$ cat src/rtl/brush_painter.sv
// Expands one stamp or fill command into a raster-ordered stream of single-pixel
// GPU write strobes, clipped to the 64x64 panel and spaced by WR_GAP idle cycles.
module brush_painter #(
  parameter int WR_GAP = 1
) (
  input  logic       clk,
  input  logic       rst,
  input  logic       in_valid,
  input  logic       in_cmd,
  input  logic [5:0] in_x,
  input  logic [5:0] in_y,
  input  logic [2:0] in_size,
  input  logic [7:0] in_color,
  input  logic       in_layer,
  output logic       out_ready,
  output logic       out_write,
  output logic [7:0] out_px_data,
  output logic [5:0] out_column,
  output logic [5:0] out_row,
  output logic       out_image_overlay,
  output logic       out_image_palette,
  output logic       out_done
);

  typedef enum logic [1:0] {IDLE, WRITE, GAP, DONE} state_t;

  localparam logic [3:0] GAP_LAST = (WR_GAP > 0) ? 4'(WR_GAP - 1) : 4'd0;

  state_t     state_q, state_d;
  logic [5:0] col_q, col_d;
  logic [5:0] row_q, row_d;
  logic [5:0] x_start_q, x_start_d;
  logic [5:0] x_end_q, x_end_d;
  logic [5:0] y_end_q, y_end_d;
  logic [7:0] color_q, color_d;
  logic       layer_q, layer_d;
  logic [3:0] gap_q, gap_d;

  logic [6:0] x_sum, y_sum;
  logic       at_end;
  logic       advance;

  always_comb begin
    state_d   = state_q;
    col_d     = col_q;
    row_d     = row_q;
    x_start_d = x_start_q;
    x_end_d   = x_end_q;
    y_end_d   = y_end_q;
    color_d   = color_q;
    layer_d   = layer_q;
    gap_d     = gap_q;
    advance   = 1'b0;

    // 7-bit sums so a brush hanging off the panel clips instead of wrapping.
    x_sum  = {1'b0, in_x} + {4'b0, in_size};
    y_sum  = {1'b0, in_y} + {4'b0, in_size};
    at_end = (col_q == x_end_q) && (row_q == y_end_q);

    case (state_q)
      IDLE: begin
        if (in_valid) begin
          color_d = in_color;
          layer_d = in_layer;
          state_d = WRITE;
          if (in_cmd) begin
            col_d     = 6'd0;
            row_d     = 6'd0;
            x_start_d = 6'd0;
            x_end_d   = 6'd63;
            y_end_d   = 6'd63;
          end else begin
            col_d     = in_x;
            row_d     = in_y;
            x_start_d = in_x;
            x_end_d   = x_sum[6] ? 6'd63 : x_sum[5:0];
            y_end_d   = y_sum[6] ? 6'd63 : y_sum[5:0];
          end
        end
      end
      WRITE: begin
        if (at_end) begin
          state_d = DONE;
        end else if (WR_GAP == 0) begin
          advance = 1'b1;
        end else begin
          state_d = GAP;
          gap_d   = 4'd0;
        end
      end
      GAP: begin
        // The coordinate only moves when leaving GAP, so it holds the last
        // written pixel for the whole idle stretch.
        if (gap_q == GAP_LAST) begin
          state_d = WRITE;
          advance = 1'b1;
        end else begin
          gap_d = gap_q + 4'd1;
        end
      end
      DONE: begin
        state_d = IDLE;
      end
      default: begin
        state_d = IDLE;
      end
    endcase

    if (advance) begin
      if (col_q == x_end_q) begin
        col_d = x_start_q;
        row_d = row_q + 6'd1;
      end else begin
        col_d = col_q + 6'd1;
      end
    end
  end

  always_ff @(posedge clk) begin
    if (rst) begin
      state_q   <= IDLE;
      col_q     <= 6'd0;
      row_q     <= 6'd0;
      x_start_q <= 6'd0;
      x_end_q   <= 6'd0;
      y_end_q   <= 6'd0;
      color_q   <= 8'd0;
      layer_q   <= 1'b0;
      gap_q     <= 4'd0;
    end else begin
      state_q   <= state_d;
      col_q     <= col_d;
      row_q     <= row_d;
      x_start_q <= x_start_d;
      x_end_q   <= x_end_d;
      y_end_q   <= y_end_d;
      color_q   <= color_d;
      layer_q   <= layer_d;
      gap_q     <= gap_d;
    end
  end

  assign out_ready         = (state_q == IDLE);
  assign out_write         = (state_q == WRITE);
  assign out_done          = (state_q == DONE);
  assign out_px_data       = color_q;
  assign out_column        = col_q;
  assign out_row           = row_q;
  assign out_image_overlay = layer_q;
  assign out_image_palette = 1'b0;

endmodule

$ cat config.mk
export PLATFORM = sky130hd
export DESIGN_NAME = brush_painter
export DESIGN_NICKNAME = d
export VERILOG_FILES = /design/src/rtl/brush_painter.sv
export SDC_FILE = /design/constraint.sdc
export NUM_CORES = 1
export LEC_CHECK = 0
export CORE_MARGIN = 3
export CORE_UTILIZATION = 45
export DETAILED_ROUTE_END_ITERATION = 6
export GPL_TIMING_DRIVEN = 1
export PLACE_DENSITY = 0.86
export SETUP_SLACK_MARGIN = 0.2
export SLEW_MARGIN = 20
export SYNTH_ARGS = -nofsm -noshare
export SYNTH_HDL_FRONTEND = slang
export SYNTH_SLANG_ARGS = --single-unit
$ cat constraint.sdc
create_clock -name clk -period 2.1 [get_ports clk]
set_input_delay 0.315 -clock clk [delete_from_list [all_inputs] [get_ports clk]]
set_output_delay 0.315 -clock clk [all_outputs]
set_load 0.01 [all_outputs]
-- Yosys cells after proc, flatten, opt, wreduce, memory -nomap -nowiden
Index checks and enable logic that the tools add are counted.
- add/subtract/negate cells: 5
- equality and inequality tests: 9
- multiplexer cells: 23
- reductions and logical operators: 10
- operators by type and width (kind ; number):
    2-to-1 mux 6 bit ; 14
    adder 6 x 3 -> 7 bit ; 2
    adder 6 x 1 -> 6 bit, second input constant ; 2
    equality test 6 bit ; 2
    2-to-1 mux 4 bit ; 2
    inequality test 2 bit, second input constant ; 4
    case mux 2 bit (4 select lines) ; 1
    case mux 4 bit (2 select lines) ; 1
    AND reduction 2 bit ; 3
    nonzero test 2 bit ; 3
    adder 4 x 1 -> 4 bit, second input constant ; 1
    equality test 2 bit, second input constant ; 2
    logical NOT 4 bit ; 1
    2-to-1 mux 2 bit ; 2
    2-to-1 mux 1 bit ; 3
    AND reduction 3 bit ; 1
    equality test 2 x 1 -> 1 bit, second input constant ; 1
    logical NOT 2 bit ; 1
    logical AND 1 bit ; 1
- bits in registers: 45
- input port bits: 28
- word-level logic and storage cells: 56

-- Logic depth before layout (Yosys ltp)
Gate-level depths: netlist of the first run.
- word-level depth: 5
- depth in mapped cells: 7

-- Worst setup path before layout of the first run
Ideal clock, no wire load.
- kind: register to register
- start point: register col_q[2], in the netlist out_column[2]
- end point: register gap_q[2]
- library setup time: 60 ps
- data arrival time: 2109 ps
- path slack: -68 ps
- stages on the path, launching flop included: 7
- path through: dfxtp_1 xor2_1 or4_4 or4_4 buf_6 a311oi_1 a41o_1
- cells in the longest elaborated chain, start to end: 4
- ends and longest elaborated chain (what ; line ; source):
    start, declared ; 30 ; logic [5:0] col_q, col_d;
    start signal, assigned ; 132 ; col_q <= col_d;
    equality test 6 bit ; 58 ; at_end = (col_q == x_end_q) && (row_q == y_end_q);
    logical AND 1 bit ; 58 ;
    inequality test 2 bit (no source line) ; - ;
    AND reduction 3 bit (no source line) ; - ;
    end signal, assigned ; 139 ; gap_q <= gap_d;
    end, declared ; 37 ; logic [3:0] gap_q, gap_d;
No other way between the ends.
A chain may end at the register's enable or synchronous reset.

-- Worst setup path in the final report of the first run
- start point: register col_q[0], in the netlist out_column[0]
- end point: register row_q[5], in the netlist out_row[5]
- cells in the longest elaborated chain, start to end: 3
- ends and longest elaborated chain (what ; line ; source):
    equality test 6 bit ; 110 ; if (col_q == x_end_q) begin
    2-to-1 mux 6 bit ; 110 ;
    2-to-1 mux 6 bit ; 109 ; if (advance) begin
    end signal, assigned ; 133 ; row_q <= row_d;
    end, declared ; 31 ; logic [5:0] row_q, row_d;
No other way between the ends.

==> flow_metrics.env, run 1 <==
export IMPL_syn_nets=331
export IMPL_drc_errors=0
export IMPL_crit_chain="xor2_1 -> or4_4 -> buf_4 -> or3_2 -> a31oi_1 -> o21ai_0"
export IMPL_seqPwrFrac_pct=40.7
export IMPL_area_growth_pct=36.1
export IMPL_yosysWarnings=0
export IMPL_status="completed"
export IMPL_die_height_um=80.4
export IMPL_final_antenna_net_count=0
export IMPL_synth_top_family_by_area="compound AO/OA/AOI/OAI gates"
export IMPL_final_cell_mix="51 x clkdlybuf4s50_1, 43 x nand2_1, 37 x dfxtp_1"
export IMPL_power_density_mw_per_mm2=739
export IMPL_core_area_sq_mm=0.00524
export IMPL_yosysSeqAreaShare_pct=36.2
export IMPL_min_period_ps=2050
export IMPL_grt_use_total_pct=20.4
export IMPL_cts_root_buf="clkbuf_8"
export IMPL_clock_power_share_pct=26.4
export IMPL_setup_tns_ps=0
export IMPL_cts_buffers=5
export IMPL_p_switching_w=0.000792
export IMPL_dp_hpwl_um=4520
export IMPL_whs_ps=461
export IMPL_drv_cap=0
export IMPL_cts_tree="built"
export IMPL_syn_instance_count=286
export IMPL_path_buf_inv=1
export IMPL_ys_seq_elements=45
export IMPL_final_area_sq_mm=0.00339
export IMPL_grt_pass1_vias=2222
export IMPL_synth_compound_area_share_pct=20.4
export IMPL_drv_slew=0
export IMPL_pin_count=53
export IMPL_rsz0062_at_grt="true"
export IMPL_die_area_sq_mm=0.00646
export IMPL_required_ps=2280
export IMPL_arrival_ps=2230
export IMPL_grt_first_pass_wirelength_um=10300
export IMPL_cts_buffer_depth=2
export IMPL_setup_violations=0
export IMPL_clkLatencyLatePin_ps=310
export IMPL_num_vias=2341
export IMPL_n_fill_cell=421
export IMPL_drive_gt1_share_pct=16.9
export IMPL_io_buffers=51
export IMPL_finalPower_w=0.00251
export IMPL_die_x_um=80.4
export IMPL_place_gp_congestion=0.891
export IMPL_peakVddDrop_mv=0.348
export IMPL_dr_first_iter_drc_count=137
export IMPL_critical_path_max_fanout=3
export IMPL_nets=398
export IMPL_wire_per_inst_um=15.0
export IMPL_slowest_stage="or4_4"
export IMPL_clk_pin_slew_worst_paths_ps=80
export IMPL_switching_share_pct=31.6
export IMPL_startpoint_type="flop"
export IMPL_layout_commonest_cell="clkdlybuf4s50_1"
export IMPL_max_freq_mhz=489
export IMPL_grt_ovfl_total=0
export IMPL_hold_violations=0
export IMPL_synth_cell_type_count=49
export IMPL_synthFlopType="dfxtp_1"
export IMPL_p_comb_share_pct=32.9
export IMPL_syn_area_sq_mm=0.00249
export IMPL_hold_path_class="reg2reg"
export IMPL_end_kind="flop"
export IMPL_yosys_area_share_simple_pct=18.8
export IMPL_post_dp_cell_area_sq_mm=0.00317
export IMPL_grt_start_max_net_pins=29
export IMPL_total_leakage_power_nw=1.34
export IMPL_cts_sinks=45
export IMPL_fin_worst_skew_ps=5.91
export IMPL_slowest_delay_ps=570
export IMPL_intPower_w=0.00171
export IMPL_vias_per_cell=5.52
export IMPL_cp_top_family="simple AND/OR/NAND/NOR gates"
export IMPL_multiInputGateArea_sq_mm=0.00156
export IMPL_async_flop_share_pct=0
export IMPL_seqCellArea_sq_um=916
export IMPL_finalWirelength_um=6360
export IMPL_crit_type="reg2reg"
export IMPL_synth_area_per_cell_sq_um=8.71
export IMPL_drtPass1Iterations=4
export IMPL_cts_max_level=2
export IMPL_synthMuxAreaShare_pct=3.26
export IMPL_synth_fa_ha_area_share_pct=9.14
export IMPL_fin_crit_sh_pct=97.5
export IMPL_rows=26
export IMPL_grt_antenna_before_repair=0
export IMPL_synth_xor_area_share_pct=8.44
export IMPL_synth_edf_count=0
export IMPL_start_util_pct=47.6
export IMPL_antenna_cells=0
layer usage:
metal	vias up	GRT usage, %	share of wire, %
li1	1159	-	-
met1	1098	24.7	42
met2	73	35.3	50
met3	11	3.92	6.3
met4	0	7.77	1.8
met5	-	0	0
stage by stage:
step	std cells	util, %	setup slack [ps]
after CTS	420	63.1	100
final	424	64.7	53.0
after global routing	424	64.7	-14.9
after detailed placement	410	60.5	-58.0
after floorplan	286	-	98.0
after global placement	410	60.5	-4.31
worst register-to-register path, stage by stage, from the launching register on:
cell	delay, ps
dfxtp_4	360
xor2_1	160
or4_4	570
buf_4	160
or3_2	400
a31oi_1	160
o21ai_0	110
registers in the layout, summed over array words and instances, names as in the netlist:
register and count:
out_row 6, state_q 2, gap_q 4, out_px_data 8, out_column 6, x_start_q 6, out_image_overlay 1, x_end_q 6
y_end_q 6
cell families after synthesis:
logic type / after synthesis
AOI/OAI and AO/OA: 75
and+or+nand+nor: 95
other: 1
buffers and inverters: 21
xor gates and xnor gates: 24
DFF: 45
adders and majority gates: 17
muxes: 8
cells in the mapped netlist, drive strengths merged, types with 5 or more instances:
| cell type | instances | area (sq um) |
|---|---|---|
| xor2 | 14 | 123 |
| dfxtp | 45 | 901 |
| clkbuf | 9 | 33.8 |
| mux2i | 7 | 70.1 |
| a221oi | 8 | 70.1 |
| nand2 | 43 | 161 |
| a21o | 5 | 37.5 |
| a211oi | 10 | 75.1 |
| ha | 15 | 188 |
| inv | 8 | 30.0 |
| o21ai | 8 | 40.0 |
| nand3 | 9 | 45.0 |
| nor2 | 15 | 56.3 |
| xnor2 | 10 | 87.6 |
| a21oi | 27 | 135 |
layout make-up:
class	count	share of cell area, %
inverter	8	0.886
clock buffer	6	2.14
multi-input combinational	220	46.1
clock inverter	2	1.14
tap	70	2.58
sequential	45	27.0
timing repair buffer	73	20.2
worst paths after layout:
path	from	slack, ps	cells past startpoint	endpoint
max	out_column[0]	50	6	out_row[5]
min	out_px_data[2]	460	2	out_px_data[2]
min reg2reg	out_px_data[2]	460	2	out_px_data[2]
max reg2reg	out_column[0]	50	6	out_row[5]
what timing repair did:
item,CTS,global route
setup endpoints to repair,6,17
hold endpoints to repair,0,0
resized for setup,2,18
setup buffers,2,4
pin swaps,2,8
hold buffers,0,0
power by group through the flow:
stage / clock network, W / logic, W / registers (W)
2_1_floorplan: 0 / 0.000445 / 0.00104
3_3_place_gp: 0 / 0.000731 / 0.00103
3_5_place_dp: 0 / 0.000750 / 0.00104
4_1_cts: 0.000666 / 0.000777 / 0.00101
5_1_grt: 0.000710 / 0.000899 / 0.00103
6_report: 0.000662 / 0.000824 / 0.00102
No activity file was read; power rests on OpenSTA's default activity.
==> run 2, diff against run 1 <==
PLACE_DENSITY = 0.83   (was 0.86)
clock period = 2.11 ns   (was 2.1 ns; I/O delays follow)
==> run 2 against run 1 <==
  * Final cell count is 0.71% lower
  * Worst setup slack improved by 35 ps
  * Sequential share of layout area grew 0.46 points
  * Largest cell class unchanged
  * First-iteration DRC count fell by 47%
  * Global-route usage fell by 0.54 points
  * Highest routed layer unchanged
  * Clock-buffer cell count decreased by 1
  * Non-clock buffer count decreased by 3
  * Sequential power is essentially flat
  * Register-to-register slack improved by 30 ps
  * Fmax up 1.2%
==> flow_metrics.env, run 2 (synthesis results as in run 1) <==
export IMPL_status="completed"
export IMPL_clk_pin_slew_worst_paths_ps=80
export IMPL_min_period_ps=2020
export IMPL_area_growth_pct=33.2
export IMPL_whs_ps=457
export IMPL_cts_tree="built"
export IMPL_rows=26
export IMPL_vias_per_cell=5.50
export IMPL_drc_errors=0
export IMPL_core_area_sq_mm=0.00524
export IMPL_io_buffers=51
export IMPL_grt_antenna_before_repair=0
export IMPL_peakVddDrop_mv=0.362
export IMPL_hold_path_class="reg2reg"
export IMPL_end_kind="flop"
export IMPL_final_cell_mix="50 x clkdlybuf4s50_1, 43 x nand2_1, 40 x dfxtp_1"
export IMPL_final_antenna_net_count=0
export IMPL_fin_worst_skew_ps=8.28
export IMPL_ctsHoldBuffers=0
export IMPL_start_util_pct=47.6
export IMPL_placed_cells=410
export IMPL_layout_commonest_cell="clkdlybuf4s50_1"
export IMPL_nets=395
export IMPL_setup_tns_ps=0
export IMPL_drv_cap=0
export IMPL_dr_first_iter_drc_count=73
export IMPL_grt_first_pass_wirelength_um=10000
export IMPL_hold_violations=0
export IMPL_grt_use_total_pct=19.8
export IMPL_finalWirelength_um=6070
export IMPL_drv_slew=0
export IMPL_grt_pass1_vias=2237
export IMPL_drive_gt1_share_pct=15.4
export IMPL_arrival_ps=2200
export IMPL_die_height_um=80.4
export IMPL_grt_ovfl_total=0
export IMPL_dp_hpwl_um=4540
export IMPL_rsz0062_at_grt="true"
export IMPL_die_area_sq_mm=0.00646
export IMPL_fin_crit_sh_pct=95.8
export IMPL_crit_type="reg2reg"
export IMPL_cts_max_level=2
export IMPL_drtPass1Iterations=4
export IMPL_num_vias=2317
export IMPL_power_density_mw_per_mm2=696
export IMPL_setup_violations=0
export IMPL_cts_sinks=45
export IMPL_cts_root_buf="clkbuf_8"
export IMPL_startpoint_type="flop"
export IMPL_die_x_um=80.4
export IMPL_wire_per_inst_um=14.4
export IMPL_total_leakage_power_nw=1.32
export IMPL_largest_reg_flops=8
export IMPL_grt_start_max_net_pins=29
export IMPL_cts_buffer_depth=2
export IMPL_pin_count=53
export IMPL_max_freq_mhz=494
export IMPL_clkLatencyLatePin_ps=290
export IMPL_antenna_cells=0
export IMPL_place_gp_congestion=0.881
export IMPL_finalPower_w=0.00231
export IMPL_critical_path_max_fanout=7
export IMPL_n_fill_cell=453
export IMPL_stdcell_count=421
export IMPL_required_ps=2290
export IMPL_cts_buffers=5
-- run 2: area by class of cell --
class	instances	area, sq um	share of cell area (%)
timing repair buffer	70	668	20.1
clock inverter	3	17.5	0.528
inverter	8	30.0	0.905
tap	70	87.6	2.64
sequential	45	912	27.5
clock buffer	5	68.8	2.07
multi-input combinational	220	1540	46.2
-- run 2: per-stage QoR --
step                utilization, %  worst slack, ps  area [sq um]
floorplan                        -              108          2510
global placement              60.7            -11.5          3180
detailed placement            60.7            -95.8          3180
CTS                           63.0             94.0          3300
global route                  63.4             28.9          3320
finish                        63.4             87.7          3320
-- run 2: critical path: stages, from the launching register on --
cell and delay (ps):
dfxtp_2 340, xor2_2 170, or4_4 570, or4_4 500
and3_4 220, mux2i_1 110
-- run 2: path summary, 6_finish.rpt --
kind	startpoint	end	slack (ps)	depth (start not counted)
hold / removal	out_px_data[1]	out_px_data[1]	460	2
hold reg to reg	out_px_data[1]	out_px_data[1]	460	2
setup / recovery	x_end_q[0]	gap_q[1]	90	5
setup reg to reg	x_end_q[0]	gap_q[1]	90	5
-- run 2: layer usage --
metal	GRT usage [%]	vias up	wire, um
met3	4.15	2	255
met1	23.6	1108	2730
li1	-	1159	-
met4	7.43	0	38
met5	0	-	0
met2	34.8	48	3040
-- run 2: timing repair --
item,4_1_cts,5_1_grt
endpoints found under the setup margin,8,14
gates resized for setup,4,8
buffers inserted,3,0
pin swaps,4,2
-- run 2: where the power goes --
part / internal (W) / switching, W
registers: 0.000935 / 0.0000714
logic: 0.000398 / 0.000390
clock network: 0.000229 / 0.000288
total: 0.00156 / 0.000749
==> run 3, diff against run 2 <==
CAP_MARGIN = 5   (was not set)
==> results of run 3 <==
No change in the layout: final DEF, timing and power equal those of run 2.
